<file path="src/rtl/msgdma_st_rr_arbiter_if.sv">
// Shared streaming bus between the round-robin arbiter and its sources/sink.
// slave is the arbiter side; master is the sources, sink and debug side.
interface msgdma_st_rr_arbiter_if #(
  parameter int NUM_IN = 4,
  parameter int DATA_W = 256
);
  logic [NUM_IN-1:0]        src_enable;
  logic [NUM_IN-1:0]        in_valid;
  logic [NUM_IN*DATA_W-1:0] in_data;
  logic [NUM_IN-1:0]        in_ready;
  logic                     out_valid;
  logic [DATA_W-1:0]        out_data;
  logic                     out_ready;
  logic [NUM_IN-1:0]        grant;
  logic                     busy;

  modport slave (
    input  src_enable, in_valid, in_data, out_ready,
    output in_ready, out_valid, out_data, grant, busy
  );

  modport master (
    output src_enable, in_valid, in_data, out_ready,
    input  in_ready, out_valid, out_data, grant, busy
  );
endinterface

</file>
<file path="src/rtl/msgdma_st_rr_arbiter.sv">
// Round-robin arbiter feeding one registered beat stage; 1-cycle source-to-output latency.
// A held beat is never overwritten while out_ready is low; in_ready follows the stage's load.
module msgdma_st_rr_arbiter #(
  parameter int NUM_IN    = 4,
  parameter int DATA_W    = 256,
  parameter int MAX_BURST = 8,
  parameter int CNT_W     = 8
) (
  input  logic                    clk,
  input  logic                    reset_n,
  msgdma_st_rr_arbiter_if.slave   bus
);
  localparam int IDX_W = (NUM_IN > 1) ? $clog2(NUM_IN) : 1;

  typedef enum logic {IDLE, GRANT} state_t;

  state_t            state_q;
  logic [NUM_IN-1:0] grant_q;
  logic [IDX_W-1:0]  gidx_q;
  logic [IDX_W-1:0]  last_q;
  logic [CNT_W-1:0]  cnt_q;
  logic              out_valid_q;
  logic [DATA_W-1:0] out_data_q;

  logic              load;
  logic              xfer;
  logic              gnt_vld;
  logic [DATA_W-1:0] gnt_dat;
  logic [NUM_IN-1:0] eligible;
  logic              sel_found;
  logic [IDX_W-1:0]  sel_idx;
  int                sel_tmp;

  assign load     = !out_valid_q || bus.out_ready;
  assign bus.in_ready = ((state_q == GRANT) && load) ? grant_q : '0;
  assign xfer     = |(bus.in_valid & bus.in_ready);
  assign gnt_vld  = |(bus.in_valid & grant_q);
  assign gnt_dat  = bus.in_data[gidx_q*DATA_W +: DATA_W];
  assign eligible = bus.in_valid & bus.src_enable;

  assign bus.out_valid = out_valid_q;
  assign bus.out_data  = out_data_q;
  assign bus.grant     = grant_q;
  assign bus.busy      = (state_q == GRANT);

  // Search upward from the source after the last one served, wrapping around.
  always_comb begin
    sel_found = 1'b0;
    sel_idx   = '0;
    sel_tmp   = 0;
    for (int k = 1; k <= NUM_IN; k++) begin
      sel_tmp = int'(last_q) + k;
      if (sel_tmp >= NUM_IN) sel_tmp = sel_tmp - NUM_IN;
      if (!sel_found && eligible[IDX_W'(sel_tmp)]) begin
        sel_found = 1'b1;
        sel_idx   = IDX_W'(sel_tmp);
      end
    end
  end

  always_ff @(posedge clk) begin
    if (!reset_n) begin
      state_q     <= IDLE;
      grant_q     <= '0;
      gidx_q      <= '0;
      last_q      <= IDX_W'(NUM_IN - 1);
      cnt_q       <= '0;
      out_valid_q <= 1'b0;
      out_data_q  <= '0;
    end else begin
      if (load) begin
        out_valid_q <= xfer;
        if (xfer) out_data_q <= gnt_dat;
      end
      case (state_q)
        IDLE: begin
          if (sel_found) begin
            grant_q <= {{(NUM_IN-1){1'b0}}, 1'b1} << sel_idx;
            gidx_q  <= sel_idx;
            state_q <= GRANT;
          end
        end
        GRANT: begin
          // Burst exhausted or source drained: a single release either way.
          if ((xfer && (cnt_q + 1'b1 == CNT_W'(MAX_BURST))) || !gnt_vld) begin
            state_q <= IDLE;
            grant_q <= '0;
            last_q  <= gidx_q;
            cnt_q   <= '0;
          end else if (xfer) begin
            cnt_q <= cnt_q + 1'b1;
          end
        end
        default: state_q <= IDLE;
      endcase
    end
  end
endmodule

</file>
<file path="src/flat_wrapper.sv">
// flat-port wrapper written by rule: the top's interface ports become plain ports
module msgdma_st_rr_arbiter_flat 
#(
  parameter int NUM_IN    = 4,
  parameter int DATA_W    = 256,
  parameter int MAX_BURST = 8,
  parameter int CNT_W     = 8
)
  (clk, reset_n, bus_src_enable, bus_in_valid, bus_in_data, bus_out_ready, bus_in_ready, bus_out_valid, bus_out_data, bus_grant, bus_busy);
  msgdma_st_rr_arbiter_if #(.NUM_IN(NUM_IN), .DATA_W(DATA_W)) bus_i ();
  input  logic clk;
  input  logic reset_n;
  input wire logic [$bits(bus_i.src_enable)-1:0] bus_src_enable;
  input wire logic [$bits(bus_i.in_valid)-1:0] bus_in_valid;
  input wire logic [$bits(bus_i.in_data)-1:0] bus_in_data;
  input wire logic [$bits(bus_i.out_ready)-1:0] bus_out_ready;
  output wire logic [$bits(bus_i.in_ready)-1:0] bus_in_ready;
  output wire logic [$bits(bus_i.out_valid)-1:0] bus_out_valid;
  output wire logic [$bits(bus_i.out_data)-1:0] bus_out_data;
  output wire logic [$bits(bus_i.grant)-1:0] bus_grant;
  output wire logic [$bits(bus_i.busy)-1:0] bus_busy;
  assign bus_i.src_enable = bus_src_enable;
  assign bus_i.in_valid = bus_in_valid;
  assign bus_i.in_data = bus_in_data;
  assign bus_i.out_ready = bus_out_ready;
  assign bus_in_ready = bus_i.in_ready;
  assign bus_out_valid = bus_i.out_valid;
  assign bus_out_data = bus_i.out_data;
  assign bus_grant = bus_i.grant;
  assign bus_busy = bus_i.busy;
  msgdma_st_rr_arbiter #(.NUM_IN(NUM_IN), .DATA_W(DATA_W), .MAX_BURST(MAX_BURST), .CNT_W(CNT_W)) u_core (.clk(clk), .reset_n(reset_n), .bus(bus_i));
endmodule
</file>
<file path="config.mk">
export PLATFORM = sky130hd
export DESIGN_NAME = msgdma_st_rr_arbiter_flat
export DESIGN_NICKNAME = d
export VERILOG_FILES = /design/src/rtl/msgdma_st_rr_arbiter_if.sv /design/src/rtl/msgdma_st_rr_arbiter.sv /design/src/flat_wrapper.sv
export SDC_FILE = /design/constraint.sdc
export NUM_CORES = 1
export LEC_CHECK = 0
export BUFFER_PORTS_ARGS = -buffer_cell sky130_fd_sc_hd__buf_2
export CORE_AREA = 5 5 501 503
export CTS_CLUSTER_DIAMETER = 120
export DETAILED_ROUTE_END_ITERATION = 7
export DIE_AREA = 0 0 506 508
export GPL_TIMING_DRIVEN = 0
export PLACE_DENSITY_LB_ADDON = 0.25
export SLEW_MARGIN = 5
export SYNTH_ARGS = -nofsm -noshare
export SYNTH_HDL_FRONTEND = slang
export SYNTH_SLANG_ARGS = --single-unit
</file>
<file path="constraint.sdc">
create_clock -name clk -period 5.85 [get_ports clk]
set_clock_uncertainty 0.2 [all_clocks]
set_input_delay 0.8775 -clock clk [delete_from_list [all_inputs] [get_ports clk]]
set_output_delay 0.8775 -clock clk [all_outputs]
set_load 0.02 [all_outputs]
</file>
==> metrics.md <==
| Metric | Value |
|---|---|
| VDD IR-drop max | 0.175 mV |
| RSZ-0062 raised after global routing | false |
| DP Cell Count | 6089 |
| Hold Crit Start | u_core.bus.out_data[173]$_SDFFE_PN0P_ |
| 1st-pass router iterations | 5 |
| DR iter-0 viols | 1487 |
| DR DRC count | 0 |
| Core area | 245000 sq um |
| Ys async rst share | 0 |
| Global route total overflow | 0 |
| Post-synth top cells | 531 x nand2_1, 274 x dfxtp_1, 263 x a21oi_1 |
| DPL Wire Length | 176000 microns |
| Final Hold Vio Count | 0 |
| Syn-to-layout area delta | 77.2% |
| Post-synthesis sequential area ratio | 0.346 |
| Count of final max-slew check failures | 0 |
| Ports | 1301 |
| Internal reg-to-reg setup slack | 2.23 ns |
| Vias in the first global route | 20.6k |
| Finish-stage setup viols | 0 |
| Status | finished, final reports clean |
| Flops & latches, synth | 274 |
| Root Buffer Master | clkbuf_16 |
| Die Ht | 508 microns |
| Max_cap viols | 0 |
| P_leak | 11.2 nW |
| Ys Warns | 0 |
| EDFF count, synth | 0 |
| Worst-margin pin slew | 1.21 ns |
| Hold Crit Class | reg -> reg |
| Layout Nets | 3951 |
| Setup Buffers After CTS | 0 |
| Global Route Usage Sum | 0.143 |
| Hold Path End | u_core.bus.out_data[173]$_SDFFE_PN0P_ |
| Clock Path Buffers | 3 |
| Largest net degree at the start of global routing | 13 |
| CTS tree | done |
| Final non-filler cell area | 28100 sq um |
| Rows | 182 |
| Initial antenna violation count | 198 |
| Core Util, Final | 0.114 |
| Final Cycle Share | 0.618 |
| Via density per instance | 3.24 |
| Worst-path clk slew | 0.06 ns |
| Share of cells above drive strength 1 | 0.584 |
| Reg2Reg Depth | 6 |
| Routability cong. | 0.944 |
| Clock power share | 0.424 |
| DP Area | 26400 sq um |
| WHS Path Cells | 2 |
| Port Buffer Count | 1300 |
| CP Capture Type | flip-flop |
| Post-synth cell types | 42 |
| Initial core utilization | 0.0646 |
| RR Startpoint | u_core.gidx_q[0]$_SDFFE_PN0P_ |
| Post-route insts no fill | 6218 |
| Mapped Nets | 2605 |
| Clock latency on the worst-skew pair | 0.62 ns |
| H-tree Lvls | 2 |
| Clk sink count | 274 |
| Top FF cell, synth | dfxtp_1 |
| Critical Path RT | 6.14 ns |
| Post-Synthesis Cell Area | 15900 sq um |
| Max-slew headroom | 0.193 |
| Vias | 20.1k |
| Flop pwr share | 0.288 |
| RR Endpoint | u_core.bus.out_data[77]$_SDFFE_PN0P_ |
| Max Clk Rate | 276 MHz |
| Routed WL | 194000 microns |
| Die outline width | 506 microns |
| Area contributors post-synth | mux4_2 36%, dfxtp_1 35%, nand2_1 13% |
| Sw Share | 0.334 |
| Count leader, synth | nand2_1 |
| NetSw | 0.00230 W |
| Num CTS Buffers | 44 |
| Hold-fix buffers, CTS | 0 |
| Cell Pwr Density | 246 nW/um^2 |
| Overall Power | 0.00690 W |
| Mean post-synth cell area | 10.1 sq um |
| Wirelength per Cell | 31.1 microns |
| Syn Inst Count | 1569 |
| Internal power | 0.00460 W |
| Combinational fraction of design power | 0.288 |
| Worst setup SP type | flip-flop |
| ANT nets after route | 0 |
| Setup TNS | 0 ns |
| CP Class | reg -> reg |
| First-pass GRT wire length | 237000 microns |
| Post-CTS Resized | 0 |
| Full die area | 257000 sq um |
| Final min period | 3.62 ns |
| Maximum net fanout on the critical path | 11 |
| Synth area leader | mux4_2 |
| Top-area cell type share of the netlist area | 0.364 |
| Critical Path AT | 3.91 ns |
power by group through the flow:
stage          combinational [W]  clock [W]  sequential [W]
6_report                 0.00199    0.00293         0.00199
5_1_grt                  0.00213    0.00312         0.00199
4_1_cts                  0.00208    0.00308         0.00199
3_5_place_dp             0.00207          0         0.00203
3_3_place_gp             0.00207          0         0.00203
2_1_floorplan           0.000865          0         0.00210
layer usage:
layer,global-route usage,vias up,wire length [microns]
li1,-,8542,-
met1,0.143,9744,64400
met2,0.257,1361,97500
met3,0.0768,367,24900
met4,0.0418,134,5950
met5,0,-,850
how the worst max path moves through the flow:
stage	slack, ns	depth (start not counted)	startpoint	end
2_1_floorplan	3.34	3	bus_out_ready	bus_in_ready[0]
3_3_place_gp	0.76	9	bus_out_ready	u_core.bus.out_data[78]$_SDFFE_PN0P_
3_5_place_dp	1.45	9	bus_out_ready	u_core.bus.out_data[77]$_SDFFE_PN0P_
4_1_cts	1.86	6	u_core.gidx_q[0]$_SDFFE_PN0P_	u_core.bus.out_data[77]$_SDFFE_PN0P_
5_1_grt	1.96	6	u_core.gidx_q[0]$_SDFFE_PN0P_	u_core.bus.out_data[78]$_SDFFE_PN0P_
6_report	2.23	6	u_core.gidx_q[0]$_SDFFE_PN0P_	u_core.bus.out_data[77]$_SDFFE_PN0P_
through the flow:
| step | setup WS (ns) | hold WS [ns] |
|---|---|---|
| 2_1_floorplan | 3.34 | 0.257 |
| 3_3_place_gp | 0.758 | 0.242 |
| 3_5_place_dp | 1.45 | 0.244 |
| 4_1_cts | 1.86 | 0.236 |
| 5_1_grt | 1.96 | 0.271 |
| 6_report | 2.23 | 0.250 |
layout make-up:
type                            count  area (sq um)
Buffer                            149           677
Sequential cell                   274          5490
Inverter                            6          22.5
Clock inverter                     26           379
Antenna cell                       48           120
Fill cell                       28600        217000
Tap cell                         3220          4030
Timing Repair Buffer             1300          6510
Multi-Input combinational cell   1140          9680
Clock buffer                       55          1190
placed cells by master, fill, tap and decap left out, types with 9 or more instances in the layout:
cell type	netlist	final
clkbuf_16	0	44
nand2_1	531	531
mux4_2	256	256
nor2_1	9	9
diode_2	0	48
buf_2	79	1379
a21oi_1	263	263
dfxtp_1	274	274
clkbuf_1	65	65
critical path, cell delays in order, from the launching register on:
cell      delay, ns
dfxtp_1        0.30
clkbuf_1       0.57
buf_2          0.57
buf_2          0.60
mux4_2         0.64
nand2_1        0.36
a21oi_1        0.12
cell families after synthesis:
family                     synth area share
adders and majority gates          0.000789
DFF                                   0.346
buffers and inverters                0.0436
and+or+nand+nor                       0.141
AOI/OAI and AO/OA                     0.104
muxes                                 0.365
sequential cells by signal, indices dropped and copies added (netlist names):
name                  flops
u_core.bus.out_data     256
u_core.cnt_q              8
u_core.bus.grant          4
u_core.gidx_q             2
u_core.last_q             2
u_core.bus.busy           1
u_core.bus.out_valid      1
(Power assumes the default switching activity.)
